## config.mk

```make
export PLATFORM = sky130hd
export DESIGN_NAME = rand_mem_check
export DESIGN_NICKNAME = d
export VERILOG_FILES = /design/src/rtl/rand_mem_pkg.sv /design/src/rtl/rand_mem_check_lfsr32.sv /design/src/rtl/rand_mem_check.sv
export SDC_FILE = /design/constraint.sdc
export NUM_CORES = 1
export LEC_CHECK = 0
export ABC_AREA = 1
export ABC_CLOCK_PERIOD_IN_PS = 2800
export BUFFER_PORTS_ARGS = -buffer_cell sky130_fd_sc_hd__buf_4
export CAP_MARGIN = 20
export CORE_UTILIZATION = 50
export DETAILED_ROUTE_END_ITERATION = 16
export HOLD_SLACK_MARGIN = 0.02
export PLACE_DENSITY = 0.82
export SYNTH_ARGS = -nofsm -noshare
export SYNTH_HDL_FRONTEND = slang
export SYNTH_SLANG_ARGS = --single-unit
```

## constraint.sdc

```tcl
create_clock -name i_clk -period 2.8 [get_ports i_clk]
set_input_delay 0.14 -clock i_clk [delete_from_list [all_inputs] [get_ports i_clk]]
set_output_delay 0.14 -clock i_clk [all_outputs]
set_load 0.03 [all_outputs]
```

## src/rtl/rand_mem_pkg.sv

```systemverilog
// Shared definitions for the random-fill framebuffer: LFSR polynomial, seed
// and the checker FSM encoding. The fill writer imports the same package.
package rand_mem_pkg;

  localparam int          LFSR_W       = 32;
  localparam logic [31:0] LFSR_TAPS    = 32'h8020_0003;  // bits 31, 21, 1, 0
  localparam logic [31:0] DEFAULT_SEED = 32'h0000_0001;

  typedef enum logic [1:0] {
    ST_IDLE  = 2'd0,
    ST_SCAN  = 2'd1,
    ST_DRAIN = 2'd2,
    ST_DONE  = 2'd3
  } chk_state_t;

  function automatic logic [LFSR_W-1:0] lfsr_next(input logic [LFSR_W-1:0] l);
    return {l[LFSR_W-2:0], ^(l & LFSR_TAPS)};
  endfunction

endpackage

```

## src/rtl/rand_mem_check_lfsr32.sv

```systemverilog
// 32-bit Fibonacci LFSR with synchronous load and step enable; o_bit is the
// bit that the stream presents for the current step.
module lfsr32
  import rand_mem_pkg::*;
#(
  parameter logic [31:0] SEED = DEFAULT_SEED
) (
  input  logic        i_clk,
  input  logic        i_rst,
  input  logic        i_load,
  input  logic        i_en,
  input  logic [31:0] i_seed,
  output logic        o_bit
);

  logic [31:0] r_state;

  always_ff @(posedge i_clk or posedge i_rst) begin
    if (i_rst) begin
      r_state <= SEED;
    end else if (i_load) begin
      r_state <= i_seed;
    end else if (i_en) begin
      r_state <= lfsr_next(r_state);
    end
  end

  assign o_bit = r_state[31];

endmodule

```

## src/rtl/rand_mem_check.sv

```systemverilog
// Read-back verifier: sweeps every address once, compares each read bit with
// the regenerated LFSR stream and reports pass, mismatch count and first error.
module rand_mem_check
  import rand_mem_pkg::*;
#(
  parameter int          AW     = 16,
  parameter int          RD_LAT = 1,
  parameter logic [31:0] SEED   = DEFAULT_SEED
) (
  input  logic          i_clk,
  input  logic          i_rst,
  input  logic          i_start,
  output logic          o_busy,
  output logic          o_done,
  output logic          o_pass,
  output logic [AW:0]   o_err_cnt,
  output logic [AW-1:0] o_first_err,
  output logic [AW-1:0] o_addr,
  output logic          o_rd_en,
  input  logic          i_dat
);

  localparam int          DW         = $clog2(RD_LAT + 1);
  localparam logic [DW-1:0] DRAIN_LAST = DW'(RD_LAT - 1);

  chk_state_t          r_state;
  logic [DW-1:0]       r_drain_cnt;
  logic [RD_LAT-1:0]   r_pipe_vld;
  logic [RD_LAT-1:0]   r_pipe_exp;
  logic [AW-1:0]       r_pipe_addr [RD_LAT];

  logic                w_start;
  logic                w_exp_bit;
  logic                w_last_addr;
  logic                w_miss;
  logic [AW:0]         w_err_next;

  assign w_start     = (r_state == ST_IDLE) && i_start;
  assign w_last_addr = (o_addr == {AW{1'b1}});
  assign w_miss      = r_pipe_vld[RD_LAT-1] && (i_dat != r_pipe_exp[RD_LAT-1]);
  assign w_err_next  = o_err_cnt + {{AW{1'b0}}, w_miss};

  lfsr32 #(.SEED(SEED)) u_lfsr (
    .i_clk  (i_clk),
    .i_rst  (i_rst),
    .i_load (w_start),
    .i_en   (r_state == ST_SCAN),
    .i_seed (SEED),
    .o_bit  (w_exp_bit)
  );

  // Expected bit, valid tag and address travel alongside the memory read latency.
  always_ff @(posedge i_clk or posedge i_rst) begin
    if (i_rst) begin
      r_pipe_vld <= {RD_LAT{1'b0}};
      r_pipe_exp <= {RD_LAT{1'b0}};
      for (int i = 0; i < RD_LAT; i++) r_pipe_addr[i] <= {AW{1'b0}};
    end else begin
      r_pipe_vld[0]  <= o_rd_en;
      r_pipe_exp[0]  <= w_exp_bit;
      r_pipe_addr[0] <= o_addr;
      for (int i = 1; i < RD_LAT; i++) begin
        r_pipe_vld[i]  <= r_pipe_vld[i-1];
        r_pipe_exp[i]  <= r_pipe_exp[i-1];
        r_pipe_addr[i] <= r_pipe_addr[i-1];
      end
    end
  end

  // Sweep FSM; o_pass uses w_err_next so the final compare lands in the same edge as o_done.
  always_ff @(posedge i_clk or posedge i_rst) begin
    if (i_rst) begin
      r_state     <= ST_IDLE;
      r_drain_cnt <= {DW{1'b0}};
      o_busy      <= 1'b0;
      o_done      <= 1'b0;
      o_pass      <= 1'b0;
      o_err_cnt   <= {(AW+1){1'b0}};
      o_first_err <= {AW{1'b0}};
      o_addr      <= {AW{1'b0}};
      o_rd_en     <= 1'b0;
    end else begin
      o_done <= 1'b0;
      if (w_miss) begin
        o_err_cnt <= w_err_next;
        if (o_err_cnt == {(AW+1){1'b0}}) o_first_err <= r_pipe_addr[RD_LAT-1];
      end
      case (r_state)
        ST_IDLE: begin
          if (i_start) begin
            o_err_cnt   <= {(AW+1){1'b0}};
            o_first_err <= {AW{1'b0}};
            o_pass      <= 1'b0;
            o_addr      <= {AW{1'b0}};
            o_rd_en     <= 1'b1;
            o_busy      <= 1'b1;
            r_state     <= ST_SCAN;
          end
        end
        ST_SCAN: begin
          if (w_last_addr) begin
            o_rd_en     <= 1'b0;
            r_drain_cnt <= {DW{1'b0}};
            r_state     <= ST_DRAIN;
          end else begin
            o_addr <= o_addr + AW'(1);
          end
        end
        ST_DRAIN: begin
          if (r_drain_cnt == DRAIN_LAST) begin
            o_done  <= 1'b1;
            o_busy  <= 1'b0;
            o_pass  <= (w_err_next == {(AW+1){1'b0}});
            r_state <= ST_DONE;
          end else begin
            r_drain_cnt <= r_drain_cnt + DW'(1);
          end
        end
        ST_DONE: begin
          r_state <= ST_IDLE;
        end
        default: begin
          r_state <= ST_IDLE;
        end
      endcase
    end
  end

endmodule
```

# [Word-level counts from Yosys, hierarchy flattened]
# Index checks and enable logic that the tools add are counted.
[totals] reg_bits=106 latchBits=0 mem_bits_rw=0 mem_bits_ro=0 inputBits=4 word_cells=68 mem_count=0
[classes] n_addsub=3 multipliers=0 n_div=0 magnitude_cmp=0 n_eq_ne=9 n_shift=0 mux=28 bitwise_logic=0 reduce_logical=15
[op_table] op="16-bit two-way mux" count=6
[op_table] op="32-bit two-way mux" count=2
[op_table] op="17-bit two-way mux" count=3
[op_table] op="17-bit zero test" count=2
[op_table] op="16-bit one-hot mux with 2 select lines" count=1
[op_table] op="32-bit XOR reduction" count=1
[op_table] op="17-bit by 1-bit adder with 17-bit output" count=1
[op_table] op="16-bit by 1-bit adder with 16-bit output, second input constant" count=1
[op_table] op="16-bit == test, second input constant" count=1
[op_table] op="3-bit AND reduction" count=4
[op_table] op="1-bit two-way mux" count=8
[op_table] op="2-bit inequality test, second input constant" count=4
[op_table] op="1-bit one-hot mux with 2 select lines" count=4
[op_table] op="2-bit one-hot mux with 4 select lines" count=1
[op_table] op="2-bit nonzero test" count=4
[op_table] op="2-bit two-way mux" count=3
[op_table] op="2-bit == test, second input constant" count=2
[op_table] op="2-bit by 1-bit == test with 1-bit output, second input constant" count=1
[op_table] op="1-bit logical AND" count=2
[op_table] op="2-bit zero test" count=1
[op_table] op="2-bit AND reduction" count=1
[op_table] op="1-bit adder, second input constant" count=1
[op_table] op="1-bit inequality test" count=1

# [Longest topological paths before layout]
# Gate-level depths: netlist of the first run.
[logic_depth] word_depth=6 mapped_depth=17 mapped_depth_nobuf=16

# [Modules after synthesis]
# A second synthesis of the first run with hierarchy kept.
[unflattened] hier_cells=625 area_unflattened_um2=5161.2
[by_module_without_submodules] module="rand_mem_check" n_inst=1 cells_per_inst=458 area_each_um2=3723.6 seq_area_each_um2=1826.8
[by_module_without_submodules] module="lfsr32" n_inst=1 cells_per_inst=167 area_each_um2=1437.6 seq_area_each_um2=802.0

# [Worst setup path before layout of the first run]
# OpenSTA, ideal clock, no wires.
[synth_path] path_kind="register -> register" from="register r_pipe_exp" to="register o_pass" setup_ps=65 t_arrival_ps=2180 path_slack_ps=555 stages_incl_launch_ff=17 period_less_slack_ps=2245 cell_sequence="dfrtp_1 > xor2_1 > nand2_1 > inv_1 > buf_2 > ha_1 > ha_1 > nand2_1 > nor2_4 > nand2_2 > nor2_1 > nand2_1 > nand2_1 > nand2_1 > nor2_1 > nand3_1 > nand2_1"
[synth_via] elab_chain_len=6
[synth_lines] element="from (decl)" line="rand_mem_check.sv:29" text="logic [RD_LAT-1:0] r_pipe_exp;"
[synth_lines] element="from (signal assigned)" line="rand_mem_check.sv:56" text="r_pipe_exp <= {RD_LAT{1'b0}};"
[synth_lines] element="from (signal, indexed assignment)" line="rand_mem_check.sv:64" text="r_pipe_exp[i] <= r_pipe_exp[i-1];"
[synth_lines] element="1-bit inequality test" line="rand_mem_check.sv:40" text="assign w_miss = r_pipe_vld[RD_LAT-1] && (i_dat != r_pipe_exp[RD_LAT-1]);"
[synth_lines] element="1-bit logical AND" line="rand_mem_check.sv:40"
[synth_lines] element="17-bit by 1-bit adder with 17-bit output" line="rand_mem_check.sv:41" text="assign w_err_next = o_err_cnt + {{AW{1'b0}}, w_miss};"
[synth_lines] element="17-bit zero test" line="rand_mem_check.sv:113" text="o_pass <= (w_err_next == {(AW+1){1'b0}});"
[synth_lines] element="1-bit two-way mux" line="rand_mem_check.sv:110" text="if (r_drain_cnt == DRAIN_LAST) begin"
[synth_lines] element="1-bit one-hot mux with 2 select lines" line="rand_mem_check.sv:88" text="case (r_state)"
[synth_lines] element="to (signal assigned)" line="rand_mem_check.sv:113"
[synth_lines] element="to (decl)" line="rand_mem_check.sv:15" text="output logic o_pass,"
# No other way between the ends. The select of a mux whose other input is x is not followed.
# A chain may end at the register's enable or synchronous reset.

# [Worst setup path in the final report of the first run]
# Same ends and word-level chain as after synthesis.

==> Flow_metrics.wiki, run 1 <==
{| class="wikitable"
! Metric !! Value
|-
| Total nets after synthesis || 606
|-
| Routed length per placed instance || 13.7 um
|-
| TritonCTS Buffers || 9
|-
| Arrival time at the worst endpoint || 2.64 ns
|-
| Worst Skew || 0.00838 ns
|-
| Synth cell types || 34
|-
| CP Cell Sequence || xor2_1, nand2_1, inv_1, ha_1, ha_1, nand2_1, nor2_4, nand2_2, nor2_1, nand2_1, nand2_1, nand2_1, nor2_1, nand3_1, nand2_1
|-
| Clock tree from TritonCTS || done
|-
| Max_slew headroom || 55.3%
|-
| Mapped cell area || 0.00498 mm^2
|-
| Largest buffer count on any clock path || 2
|-
| Clock insertion delay at the later pin of the skew report || 0.36 ns
|-
| Setup crit start kind || flip-flop
|-
| Capturing point of the worst reg2reg path || o_pass$_DFFE_PP0P_
|-
| Number of post-CTS setup repair buffers || 0
|-
| Wire length the detailed router placed on met1 || 4.78 mm
|-
| Initial DRC count || 272
|-
| Number of inserted diodes || 0
|-
| Worst hold path type || in2reg
|-
| Final instance area || 0.00574 mm^2
|-
| Crit share post-route || 84.0%
|-
| HPWL after DPL || 7.39 mm
|-
| Number of vias in the routed layout || 4,128
|-
| Worst vdd ir || 576 uV
|-
| Met2 WL || 5.31 mm
|-
| Max Cap Viol || 0
|-
| Number of instances on the worst hold path || 4
|-
| Global router's overall resource usage || 22.3%
|-
| Core outline area || 0.00973 mm^2
|-
| Syn Inst Count || 595
|-
| Met3 wire len || 503 um
|-
| Period minus WS final || 2.35 ns
|-
| Setup repair after global routing missed its margin || no
|-
| Number of ports placed on the die boundary || 57
|-
| Die width || 102 um
|-
| Outcome || finished clean
|-
| CP max stage cell || sky130_fd_sc_hd__dfrtp_1
|-
| CP max stage delay || 0.41 ns
|-
| DRC violations left || 0
|-
| Start-to-end type of the worst setup path || reg2reg
|-
| Post-place setup slack || 0.503 ns
|-
| Synthesis-to-finish area growth || 15.2%
|-
| Top cell by count, worst path || sky130_fd_sc_hd__nand2_1
|-
| Clock-pin slew of the registers on the worst-case setup and hold paths || 0.11 ns
|-
| Total cell area at the placement stage || 0.00553 mm^2
|-
| Number of warning messages in the yosys log || 0
|-
| IO buf count || 56
|-
| Number of global-route vias before repair || 3,895
|-
| Worst setup EP type || flip-flop
|-
| Transition time at the pin with the least slew margin || 0.671 ns
|-
| Cell Pwr Density || 993 mW/mm^2
|-
| Pin count of the biggest net entering global routing || 59
|-
| Number of H-tree branching levels || 3
|-
| Initial antenna violation count || 0
|-
| Via density per instance || 5.27
|-
| Layout cell share with drive strength beyond 1 || 15.2%
|-
| First-pass iteration count of the detailed router || 5
|-
| Max Used Layer || met4
|-
| Hold Fails Final Rpt || 0
|-
| Hold Path End || o_rd_en$_DFFE_PP0P_
|-
| Average size of a mapped cell || 8.37 um^2
|-
| CP Max Fanout || 10
|-
| Count of state elements after synthesis || 105
|-
| Number of slew-limit violations in the final report || 0
|-
| Layout net count || 657
|-
| Cell at the root of the clock tree || sky130_fd_sc_hd__clkbuf_8
|-
| Slack of the worst reg-to-reg path || 0.45 ns
|-
| Global-route congestion overflow total || 0
|-
| Critical path required time || 3.09 ns
|-
| Hold Path Origin || i_start
|-
| Die height || 102 um
|-
| Worst r2r src || r_pipe_exp$_DFF_PP0_
|-
| Post-detailed-route count of antenna-violating nets || 0
|-
| Overall die area || 0.0104 mm^2
|-
| Final wirelength || 10.7 mm
|-
| Final weighted congestion in routability-driven placement || 0.855
|-
| Initial cell density of the core || 51.2%
|-
| Wire length of the first global-routing pass || 18.2 mm
|-
| Setup Viol. Count Final || 0
|-
| Maximum achievable frequency || 0.425 GHz
|-
| Total Neg Setup Slack || 0 ns
|-
| Static power due to leakage || 2.82 nW
|-
| Register-to-Register Path Depth || 15
|-
| Fraction of the yosys area taken by sequential cells || 52.8%
|-
| Number of core rows || 36
|-
| Minimum setup slack in the final design || 0.448 ns
|-
| CTS Sinks || 105
|}
## layout by cell type, fill, tap and decap left out
cell type,instances
sky130_fd_sc_hd__xor2_1,14
sky130_fd_sc_hd__nand2_1,107
sky130_fd_sc_hd__nor4_1,1
sky130_fd_sc_hd__nor2_4,1
sky130_fd_sc_hd__o211ai_1,7
sky130_fd_sc_hd__nor4_4,1
sky130_fd_sc_hd__o21bai_1,2
sky130_fd_sc_hd__nor2_1,118
sky130_fd_sc_hd__nor3_2,1
sky130_fd_sc_hd__inv_6,2
sky130_fd_sc_hd__xnor2_1,4
sky130_fd_sc_hd__inv_2,1
sky130_fd_sc_hd__nand4_1,9
sky130_fd_sc_hd__nand3_2,2
sky130_fd_sc_hd__buf_4,65
sky130_fd_sc_hd__a211oi_1,1
sky130_fd_sc_hd__a31o_2,1
sky130_fd_sc_hd__inv_1,41
sky130_fd_sc_hd__clkinvlp_4,1
sky130_fd_sc_hd__dfstp_2,1
sky130_fd_sc_hd__ha_1,7
sky130_fd_sc_hd__nor2_2,4
sky130_fd_sc_hd__clkinv_4,1
sky130_fd_sc_hd__clkbuf_8,9
sky130_fd_sc_hd__nor3_1,5
sky130_fd_sc_hd__inv_8,3
sky130_fd_sc_hd__dfrtp_1,104
sky130_fd_sc_hd__o21ai_0,44
sky130_fd_sc_hd__a21o_1,1
sky130_fd_sc_hd__o21ai_1,12
sky130_fd_sc_hd__dlygate4sd3_1,1
sky130_fd_sc_hd__nand3_1,27
sky130_fd_sc_hd__clkinv_8,1
sky130_fd_sc_hd__clkinv_1,2
sky130_fd_sc_hd__a21oi_1,27
sky130_fd_sc_hd__a31oi_1,2
sky130_fd_sc_hd__nand3b_1,16
sky130_fd_sc_hd__nand2_2,5
## cells in the mapped netlist (all sizes together)
cell type  instances  share of area [%]
dfrtp            104                 52
xnor2              4               0.70
ha                 7                1.8
nor4               2               0.38
o211ai             7                1.1
nand3             29                3.1
nand4              9                1.1
buf               14                1.5
dfstp              1               0.53
clkbuf            12               0.90
clkinv             2               0.15
a21o               1               0.15
nor3               6               0.70
a211oi             1               0.15
o21bai             2               0.30
a31o               1               0.18
inv               43                3.2
nand3b            16                2.4
a31oi              2               0.25
xor2              14                2.5
o21ai             56                5.6
nand2            112                8.7
nor2             123                9.6
a21oi             27                2.7
## per-layer routing
layer  global-route usage, %  up-vias
met3                    3.17       14
li1                        -     2029
met4                    8.47        0
met2                    37.3      106
met1                    29.6     1979
met5                       0        -
## stage by stage
stage	instances	hold WS [ns]	utilization (%)	total power, W
finish	784	0.198	59.0	0.00569
global route	784	0.201	59.0	0.00615
CTS	784	0.180	59.0	0.00573
detailed placement	767	0.383	56.8	0.00480
global placement	767	0.374	56.8	0.00469
floorplan	595	0.388	-	0.00407
## critical path: cells and delay by family (launching register included)
| family | cells | cell delay [ns] |
|---|---|---|
| AND/OR/NAND/NOR | 11 | 1.17 |
| flip-flops | 1 | 0.41 |
| adder cells (fa/ha/maj) | 2 | 0.40 |
| buffers and inverters | 1 | 0.16 |
| XOR/XNOR | 1 | 0.15 |
## cell families after synthesis
group | count (synthesis) | synth area share, %
AND/OR/NAND/NOR | 297 | 26.1
flip-flops | 105 | 52.8
AO/OA/AOI/OAI | 97 | 10.4
buffers and inverters | 71 | 5.78
XOR/XNOR | 18 | 3.17
adder cells (fa/ha/maj) | 7 | 1.76
## state kept, by name, indices dropped and copies added (netlist names)
signal	count
o_first_err	16
r_pipe_vld	1
u_lfsr.r_state	32
o_busy	1
o_done	1
r_pipe_exp	1
o_err_cnt	17
r_state	2
r_pipe_addr	16
o_addr	16
o_pass	1
o_rd_en	1
## worst max path at each step
stage | from | to | slack [ns] | cells after the start
floorplan | r_pipe_exp$_DFF_PP0_ | o_pass$_DFFE_PP0P_ | 0.56 | 16
global placement | r_pipe_exp$_DFF_PP0_ | o_pass$_DFFE_PP0P_ | 0.61 | 13
detailed placement | r_pipe_exp$_DFF_PP0_ | o_pass$_DFFE_PP0P_ | 0.50 | 15
CTS | r_pipe_exp$_DFF_PP0_ | o_pass$_DFFE_PP0P_ | 0.45 | 15
global route | r_pipe_exp$_DFF_PP0_ | o_pass$_DFFE_PP0P_ | 0.14 | 13
finish | r_pipe_exp$_DFF_PP0_ | o_pass$_DFFE_PP0P_ | 0.45 | 15
## cell type report
class	count	area [um^2]
Clock inverter	7	76.3
Inverter	45	173
Multi-Input combinational cell	419	2070
Clock buffer	9	124
Sequential cell	105	2630
Tap cell	133	166
Fill cell	892	3990
Timing Repair Buffer	66	498
## report_power, final
group / leakage, nW / switching [W] / internal [W]
logic: 1.36 / 0.00155 / 0.000806
registers: 1.35 / 0.000433 / 0.00198
clock network: 0.103 / 0.000568 / 0.000358
## repair_timing
| item | in CTS | in global routing |
|---|---|---|
| gates resized for setup | 0 | 0 |
| hold buffers | 1 | 0 |
| hold endpoints to repair | 87 | 0 |
(Power assumes the default switching activity.)
==> run 2, diff against run 1 <==
--- a/config.mk
+++ b/config.mk
@@ -5,8 +5,8 @@
 export SDC_FILE = /design/constraint.sdc
 export NUM_CORES = 1
 export LEC_CHECK = 0
-export ABC_AREA = 1
-export ABC_CLOCK_PERIOD_IN_PS = 2800
+export ABC_AREA = 0
+export ABC_CLOCK_PERIOD_IN_PS = 2000
 export BUFFER_PORTS_ARGS = -buffer_cell sky130_fd_sc_hd__buf_4
 export CAP_MARGIN = 20
 export CORE_UTILIZATION = 50
==> constraint.sdc (replaced) <==
create_clock -name i_clk -period 2 [get_ports i_clk]
set_input_delay 0.1 -clock i_clk [delete_from_list [all_inputs] [get_ports i_clk]]
set_output_delay 0.1 -clock i_clk [all_outputs]
set_load 0.03 [all_outputs]
==> run 2 against run 1 <==
The flow now finishes with violations (negative setup slack). Worst hold slack got worse by 0.11 ns. Synthesized cell count is 29% lower. First-iteration DRC count fell by 25%. Combinational power decreased by 8%. Power is 6.8% higher.
==> Flow_metrics.wiki, run 2 <==
{| class="wikitable"
! Metric !! Value
|-
| Outcome || complete, but fails checks
|-
| Violated checks || negative setup slack
|-
| CTS Sinks || 105 (unchanged)
|-
| Largest regs || u_lfsr.r_state: 32 flops, o_err_cnt: 17 flops
|-
| Fraction of the yosys area taken by sequential cells || 56.1% (+3.3 points)
|-
| Cell types occupying the most area after synthesis || sky130_fd_sc_hd__dfrtp_1 (56%), sky130_fd_sc_hd__mux2i_1 (11%), sky130_fd_sc_hd__nor2_1 (6.5%), sky130_fd_sc_hd__xor2_1 (4.3%), sky130_fd_sc_hd__nand2_1 (2.1%)
|-
| IO buf count || 56 (unchanged)
|-
| Number of ports placed on the die boundary || 57 (unchanged)
|-
| Syn Inst Count || 425 (-29%)
|-
| Number of vias in the routed layout || 3,410 (-17%)
|-
| Top post-synthesis cells by count || sky130_fd_sc_hd__dfrtp_1 (104), sky130_fd_sc_hd__nor2_1 (81), sky130_fd_sc_hd__mux2i_1 (50)
|-
| Layout net count || 519 (-21%)
|-
| Wire length of the first global-routing pass || 15.4 mm (-15%)
|-
| Crit share post-route || 108% (+24 points)
|-
| Mapped cell area || 0.00469 mm^2 (-5.8%)
|-
| Overall die area || 0.00977 mm^2 (-5.7%)
|-
| Number of instances on the worst hold path || 3 (-1)
|-
| Max_slew headroom || 62.9% (+7.6 points)
|-
| Setup crit start kind || flip-flop
|-
| Clock insertion delay at the later pin of the skew report || 0.37 ns (about the same)
|-
| Area leader, netlist || sky130_fd_sc_hd__dfrtp_1
|-
| Register area || 0.00263 mm^2 (unchanged)
|-
| Synthesis-to-finish area growth || 24.3%
|-
| Worst setup EP type || flip-flop
|-
| Final weighted congestion in routability-driven placement || 0.928 (+8.5%)
|-
| Clock-pin slew of the registers on the worst-case setup and hold paths || 0.11 ns (about the same)
|-
| Number of flip-flops under the largest register name || 32 (unchanged)
|-
| Placed cell count || 596 (-22%)
|-
| Initial antenna violation count || 0 (unchanged)
|-
| Die height || 98.8 um (-2.9%)
|-
| Number of slew-limit violations in the final report || 0 (unchanged)
|-
| DRC violations left || 0 (unchanged)
|-
| Via density per instance || 5.49 (+4.3%)
|-
| Pin count of the biggest net entering global routing || 106 (+80%)
|-
| Layout cell share with drive strength beyond 1 || 27.9% (+13 points)
|-
| Number of inserted diodes || 0 (unchanged)
|-
| Post-detailed-route count of antenna-violating nets || 0 (unchanged)
|-
| Synth cell types || 45 (+32%)
|-
| Number of global-route vias before repair || 3,248 (-17%)
|-
| Worst vdd ir || 952 uV (+65%)
|-
| Minimum setup slack in the final design || -0.156 ns (-0.604 ns)
|-
| Period minus WS final || 2.16 ns (-0.196 ns)
|-
| Max Cap Viol || 0 (unchanged)
|-
| Final wirelength || 9.80 mm (-8.6%)
|-
| Average size of a mapped cell || 11.0 um^2 (+32%)
|-
| Static power due to leakage || 2.95 nW (+4.7%)
|-
| Setup Viol. Count Final || 5 (+5)
|-
| Setup repair after global routing missed its margin || yes
|-
| Hold Fails Final Rpt || 0 (unchanged)
|-
| Share of the synthesized area in the top cell type || 55.5% (+3.2 points)
|-
| Most numerous cell in the Yosys netlist || sky130_fd_sc_hd__dfrtp_1
|-
| Die width || 98.8 um (-2.9%)
|-
| Total cell area at the placement stage || 0.00541 mm^2 (-2.0%)
|-
| Global router's overall resource usage || 20.0% (-2.3 points)
|-
| Async set or reset register ratio after synthesis || 100% (unchanged)
|-
| Cell Pwr Density || 1040 mW/mm^2 (+5.1%)
|-
| Filler-free cell count of the finished design || 621 (-21%)
|-
| Initial cell density of the core || 52.7% (+1.6 points)
|-
| Most frequent cells in the layout || sky130_fd_sc_hd__dfrtp_1 (104), sky130_fd_sc_hd__buf_4 (84), sky130_fd_sc_hd__nor2_1 (81), sky130_fd_sc_hd__mux2i_1 (50), sky130_fd_sc_hd__nand2_1 (26)
|-
| Main flop type after synthesis || sky130_fd_sc_hd__dfrtp_1
|-
| Routed length per placed instance || 15.8 um (+15%)
|-
| Number of core rows || 34 (-5.6%)
|-
| Final instance area || 0.00583 mm^2 (+1.6%)
|-
| Global-route congestion overflow total || 0 (unchanged)
|-
| Start-to-end type of the worst setup path || reg2reg
|-
| Count of state elements after synthesis || 105 (unchanged)
|-
| Largest buffer count on any clock path || 2 (unchanged)
|-
| HPWL after DPL || 6.37 mm (-14%)
|-
| Number of warning messages in the yosys log || 0 (unchanged)
|-
| Most common cell after layout, fill and taps aside || sky130_fd_sc_hd__dfrtp_1
|-
| Multi-input gate area || 0.00213 mm^2 (+2.8%)
|-
| Critical path required time || 2.31 ns (-0.78 ns)
|-
| Final Core Density || 65.6% (+6.6 points)
|-
| Transition time at the pin with the least slew margin || 0.551 ns (-0.120 ns)
|-
| Arrival time at the worst endpoint || 2.47 ns (-0.17 ns)
|-
| Maximum achievable frequency || 0.464 GHz (+9.1%)
|-
| Final-layout fill cell count || 670 (-25%)
|-
| Number of enable-type register cells in the synthesized netlist || 0 (unchanged)
|-
| Core outline area || 0.00889 mm^2 (-8.6%)
|-
| Cell at the root of the clock tree || sky130_fd_sc_hd__clkbuf_8
|-
| Number of H-tree branching levels || 3 (unchanged)
|-
| Worst hold path type || in2reg
|-
| Clock tree from TritonCTS || done
|-
| CP Max Fanout || 4 (-6)
|-
| Total nets after synthesis || 436 (-28%)
|-
| Worst Skew || 0.0146 ns (+0.00627 ns)
|-
| First-pass iteration count of the detailed router || 4 (-1)
|-
| Initial DRC count || 205 (-25%)
|-
| Register with the most flip-flops || u_lfsr.r_state
|-
| Register-to-Register Path Depth || 11 (-4)
|-
| TritonCTS Buffers || 9 (unchanged)
|}
[run 2: worst paths after layout]
check	startpoint	to	slack [ns]
max in group asynchronous	i_rst	o_addr[11]$_DFFE_PP0P_	1.14
worst max register to register	r_pipe_exp$_DFF_PP0_	o_pass$_DFFE_PP0P_	-0.16
worst min-delay path	i_start	u_lfsr.r_state[0]$_DFFE_PP1P_	0.08
min in group asynchronous	i_rst	o_first_err[13]$_DFF_PP0_	0.40
worst min register to register	u_lfsr.r_state[31]$_DFFE_PP0P_	r_pipe_exp$_DFF_PP0_	0.46
worst max-delay path	r_pipe_exp$_DFF_PP0_	o_pass$_DFFE_PP0P_	-0.16
[run 2: power breakdown]
group | internal (W) | total (W) | switching (W) | leakage [nW]
combinational | 0.000922 | 0.00216 | 0.00124 | 1.43
sequential | 0.00241 | 0.00268 | 0.000265 | 1.43
clock | 0.000477 | 0.00124 | 0.000766 | 0.0936
total | 0.00381 | 0.00608 | 0.00227 | 2.95
[run 2: cell families (layout without fill, tap and decap cells)]
kind of cell,count (synthesis),in the layout,synth area share (%)
AOI/OAI and AO/OA,30,30,4.00
xor gates and xnor gates,31,31,5.79
adders and majority gates,7,7,1.87
buffers and inverters,26,114,2.48
DFF,105,105,56.1
muxes,50,50,10.7
and+or+nand+nor,176,176,19.1
[run 2: layout make-up]
cell class	count	area share, %
sequential	105	45.1
multi-input combinational	294	36.5
timing repair buffer	90	12.3
tap	108	2.32
clock buffer	9	2.12
clock inverter	7	1.05
inverter	8	0.622
[run 2: metal layers]
| layer | GRT usage (%) | part of all wire (%) | vias up |
|---|---|---|---|
| met1 | 27.0 | 44 | 1685 |
| met5 | 0 | 0 | - |
| li1 | - | - | 1617 |
| met3 | 4.47 | 4.2 | 20 |
| met2 | 32.0 | 50 | 88 |
| met4 | 7.35 | 1.8 | 0 |
[run 2: timing repair]
item / CTS / global route
resized for setup: 6 / 23
hold endpoints to repair: 104 / 0
setup endpoints to repair: 5 / 14
hold buffers: 1 / 0
pin swaps: 2 / 15
setup buffers: 0 / 8
[run 2: worst max-delay path, cell delays in order (launching register included)]
cell	delay, ns
sky130_fd_sc_hd__dfrtp_1	0.41
sky130_fd_sc_hd__xor2_2	0.19
sky130_fd_sc_hd__nand2_2	0.09
sky130_fd_sc_hd__inv_4	0.05
sky130_fd_sc_hd__ha_4	0.16
sky130_fd_sc_hd__ha_4	0.17
sky130_fd_sc_hd__nand4_4	0.11
sky130_fd_sc_hd__nor2_2	0.06
sky130_fd_sc_hd__and3_1	0.19
sky130_fd_sc_hd__o31a_1	0.26
sky130_fd_sc_hd__nor4_2	0.25
sky130_fd_sc_hd__a22o_1	0.16
[run 2: stage by stage]
step | worst slack, ns | power (W) | hold WS, ns | setup TNS [ns]
2_1_floorplan | -0.204 | 0.00412 | 0.251 | -0.204
4_1_cts | -0.0944 | 0.00596 | 0.0493 | -0.0944
5_1_grt | -0.249 | 0.00642 | 0.0940 | -1.24
3_3_place_gp | -0.0455 | 0.00463 | 0.298 | -0.0455
3_5_place_dp | -0.130 | 0.00469 | 0.309 | -0.184
6_report | -0.156 | 0.00608 | 0.0831 | -0.405
==> run 3, diff against run 2 <==
--- a/config.mk
+++ b/config.mk
@@ -12,7 +12,7 @@
 export CORE_UTILIZATION = 50
 export DETAILED_ROUTE_END_ITERATION = 16
 export HOLD_SLACK_MARGIN = 0.02
-export PLACE_DENSITY = 0.82
+export PLACE_DENSITY = 0.8
 export SYNTH_ARGS = -nofsm -noshare
 export SYNTH_HDL_FRONTEND = slang
 export SYNTH_SLANG_ARGS = --single-unit
==> run 3 against run 2 <==
The flow still finishes with violations (negative setup slack). Combinational power up 3%. Clock skew shrank 0.0037 ns. Non-clock buffer count is 5 higher. Via count is 0.18% higher. Global-route usage rose by 0.96 points. Largest power group unchanged.
==> Flow_metrics.wiki, run 3 (synthesized netlist as in run 2, its figures left out) <==
{| class="wikitable"
! Metric !! Value
|-
| Number of core rows || 34 (unchanged)
|-
| CP max stage delay || 0.40 ns (about the same)
|-
| Cell Pwr Density || 1080 mW/mm^2 (+3.2%)
|-
| Final instance area || 0.00587 mm^2 (+0.71%)
|-
| Via density per instance || 5.46 (-0.62%)
|-
| First-pass iteration count of the detailed router || 4 (unchanged)
|-
| Multi-input gate area || 0.00211 mm^2 (-1.1%)
|-
| Core outline area || 0.00889 mm^2 (unchanged)
|-
| CP Cell Sequence || xor2_2, nand2_2, inv_2, ha_4, ha_4, buf_4, nor2_2, a21oi_1, o32ai_1, o211ai_1, nor4_2, a22o_1
|-
| Clock insertion delay at the later pin of the skew report || 0.38 ns (about the same)
|-
| Register area || 0.00263 mm^2 (unchanged)
|-
| Number of inserted diodes || 0 (unchanged)
|-
| Arrival time at the worst endpoint || 2.45 ns (-0.02 ns)
|-
| Violated checks || negative setup slack
|-
| Number of vias in the routed layout || 3,416 (+0.18%)
|-
| Largest regs || u_lfsr.r_state: 32 flops, o_err_cnt: 17 flops
|-
| Transition time at the pin with the least slew margin || 0.530 ns (-0.0210 ns)
|-
| Layout cell share with drive strength beyond 1 || 28.6% (+0.70 points)
|-
| Number of slew-limit violations in the final report || 0 (unchanged)
|-
| Maximum achievable frequency || 0.470 GHz (+1.3%)
|-
| Largest buffer count on any clock path || 2 (unchanged)
|-
| Total Neg Setup Slack || -0.169 ns (+0.236 ns)
|-
| Number of ports placed on the die boundary || 57 (unchanged)
|-
| CP Max Fanout || 3 (-1)
|-
| Crit share post-route || 106% (-1.4 points)
|-
| Global-route congestion overflow total || 0 (unchanged)
|-
| Most common cell after layout, fill and taps aside || sky130_fd_sc_hd__dfrtp_1
|-
| Top cell by count, worst path || sky130_fd_sc_hd__ha_4
|-
| Layout net count || 524 (+0.96%)
|-
| CP max stage cell || sky130_fd_sc_hd__dfrtp_1
|-
| Post-detailed-route count of antenna-violating nets || 0 (unchanged)
|-
| Most frequent cells in the layout || sky130_fd_sc_hd__dfrtp_1 (104), sky130_fd_sc_hd__buf_4 (90), sky130_fd_sc_hd__nor2_1 (80), sky130_fd_sc_hd__mux2i_1 (50), sky130_fd_sc_hd__nand2_1 (24)
|-
| Start-to-end type of the worst setup path || reg2reg
|-
| Pin count of the biggest net entering global routing || 87 (-18%)
|-
| CP Buf/Inv Count || 2 (+1)
|-
| Wire length of the first global-routing pass || 16.1 mm (+4.5%)
|-
| Final weighted congestion in routability-driven placement || 0.885 (-4.6%)
|-
| Initial cell density of the core || 52.7% (unchanged)
|-
| Register-to-Register Path Depth || 12 (+1)
|-
| Global router's overall resource usage || 21.0% (+0.96 points)
|-
| Critical path required time || 2.32 ns (about the same)
|-
| Max Used Layer || met4
|-
| Die height || 98.8 um (unchanged)
|-
| Hold Fails Final Rpt || 0 (unchanged)
|-
| Max_slew headroom || 64.7% (+1.8 points)
|-
| TritonCTS Buffers || 9 (unchanged)
|-
| Die width || 98.8 um (unchanged)
|-
| Initial antenna violation count || 0 (unchanged)
|-
| Number of global-route vias before repair || 3,360 (+3.4%)
|-
| Setup crit start kind || flip-flop
|-
| Met3 wire len || 418 um (+1.5%)
|-
| Period minus WS final || 2.13 ns (-0.0287 ns)
|-
| Total cell area at the placement stage || 0.00544 mm^2 (+0.55%)
|-
| Top cell family by delay on the critical path || compound AO/OA/AOI/OAI gates
|-
| Minimum setup slack in the final design || -0.127 ns (+0.0287 ns)
|-
| Max Cap Viol || 0 (unchanged)
|-
| Worst Skew || 0.0109 ns (-0.00372 ns)
|-
| Static power due to leakage || 2.98 nW (+1.0%)
|-
| Worst hold slack across all endpoints || 0.0883 ns (+0.00513 ns)
|-
| Register with the most flip-flops || u_lfsr.r_state
|-
| IO buf count || 56 (unchanged)
|-
| Final wirelength || 10.2 mm (+3.9%)
|-
| Synthesis-to-finish area growth || 25.2%
|-
| HPWL after DPL || 6.82 mm (+7.1%)
|-
| Number of flip-flops under the largest register name || 32 (unchanged)
|-
| Setup Viol. Count Final || 3 (-2)
|-
| Outcome || complete, but fails checks
|-
| Wire length the detailed router placed on met1 || 4.50 mm (+3.5%)
|-
| Routed length per placed instance || 16.3 um (+3.1%)
|-
| Number of H-tree branching levels || 3 (unchanged)
|-
| Worst vdd ir || 944 uV (-0.87%)
|-
| Setup repair after global routing missed its margin || yes
|-
| Cell at the root of the clock tree || sky130_fd_sc_hd__clkbuf_8
|-
| Clock tree from TritonCTS || done
|-
| Number of instances on the worst hold path || 3 (unchanged)
|-
| Worst hold path type || in2reg
|-
| CTS Sinks || 105 (unchanged)
|-
| Initial DRC count || 151 (-26%)
|-
| Placed cell count || 600 (+0.67%)
|-
| DRC violations left || 0 (unchanged)
|-
| Met2 WL || 5.04 mm (+3.8%)
|-
| Clock-pin slew of the registers on the worst-case setup and hold paths || 0.11 ns (about the same)
|-
| Worst setup EP type || flip-flop
|-
| Filler-free cell count of the finished design || 626 (+0.81%)
|-
| Post-place setup slack || -0.110 ns (+0.0202 ns)
|-
| Stages on the worst setup path || 12 (+1)
|-
| Final-layout fill cell count || 648 (-3.3%)
|-
| Overall die area || 0.00977 mm^2 (unchanged)
|}
==> run 3: cell types whose count changed in the layout (fill, tap and decap cells not counted), sizes merged <==
| cell | previous run | this run |
|---|---|---|
| clkinv | 3 | 2 |
| buf | 89 | 94 |
| clkinvlp | 2 | 1 |
| bufinv | 0 | 1 |
| inv | 10 | 11 |
==> run 3: timing repair <==
item	in CTS	in global routing
buffers inserted	0	9
pin swaps	1	13
hold buffers	1	0
endpoints found under the hold margin	104	0
setup endpoints to repair	7	22
resized for setup	2	25
==> run 3: layout make-up <==
cell class                      instances  share of cell area (%)
Sequential cell                       105                    44.8
Timing Repair Buffer                   95                    12.7
Multi-Input combinational cell        294                    35.9
Clock inverter                          7                    1.62
Inverter                                8                   0.575
Clock buffer                            9                    2.11
Tap cell                              108                    2.30
==> run 3: metrics by stage <==
| step | total power, W | util (%) |
|---|---|---|
| after detailed placement | 0.00475 | 61.2 |
| after CTS | 0.00617 | 64.0 |
| final | 0.00632 | 66.0 |
| after floorplan | 0.00412 | - |
| after global placement | 0.00466 | 61.2 |
| after global routing | 0.00665 | 66.0 |
==> run 3: path summary, 6_finish.rpt <==
check	slack (ns)	start	end
setup / recovery	-0.13	r_pipe_exp$_DFF_PP0_	o_pass$_DFFE_PP0P_
hold / removal	0.09	i_start	u_lfsr.r_state[0]$_DFFE_PP1P_
setup reg to reg	-0.13	r_pipe_exp$_DFF_PP0_	o_pass$_DFFE_PP0P_
hold reg to reg	0.44	u_lfsr.r_state[31]$_DFFE_PP0P_	r_pipe_exp$_DFF_PP0_
max in group asynchronous	1.23	i_rst	u_lfsr.r_state[0]$_DFFE_PP1P_
min in group asynchronous	0.35	i_rst	o_first_err[7]$_DFF_PP0_
==> run 3: worst reg2reg max path: stages, from the launching register on <==
cell and delay (ns):
sky130_fd_sc_hd__dfrtp_1 0.40, sky130_fd_sc_hd__xor2_2 0.16, sky130_fd_sc_hd__nand2_2 0.07, sky130_fd_sc_hd__inv_2 0.06, sky130_fd_sc_hd__ha_4 0.17, sky130_fd_sc_hd__ha_4 0.17, sky130_fd_sc_hd__buf_4 0.15, sky130_fd_sc_hd__nor2_2 0.07
sky130_fd_sc_hd__a21oi_1 0.04, sky130_fd_sc_hd__o32ai_1 0.25, sky130_fd_sc_hd__o211ai_1 0.16, sky130_fd_sc_hd__nor4_2 0.22, sky130_fd_sc_hd__a22o_1 0.15
==> run 3: routing by layer <==
layer	GRT usage, %	vias to the layer above
li1	-	1617
met1	27.5	1686
met2	34.4	89
met3	4.33	24
met4	8.38	0
met5	0	-
==> run 3: where the power goes <==
group	switching, W	internal [W]
sequential	0.000280	0.00241
clock	0.000789	0.000618
combinational	0.00127	0.000953
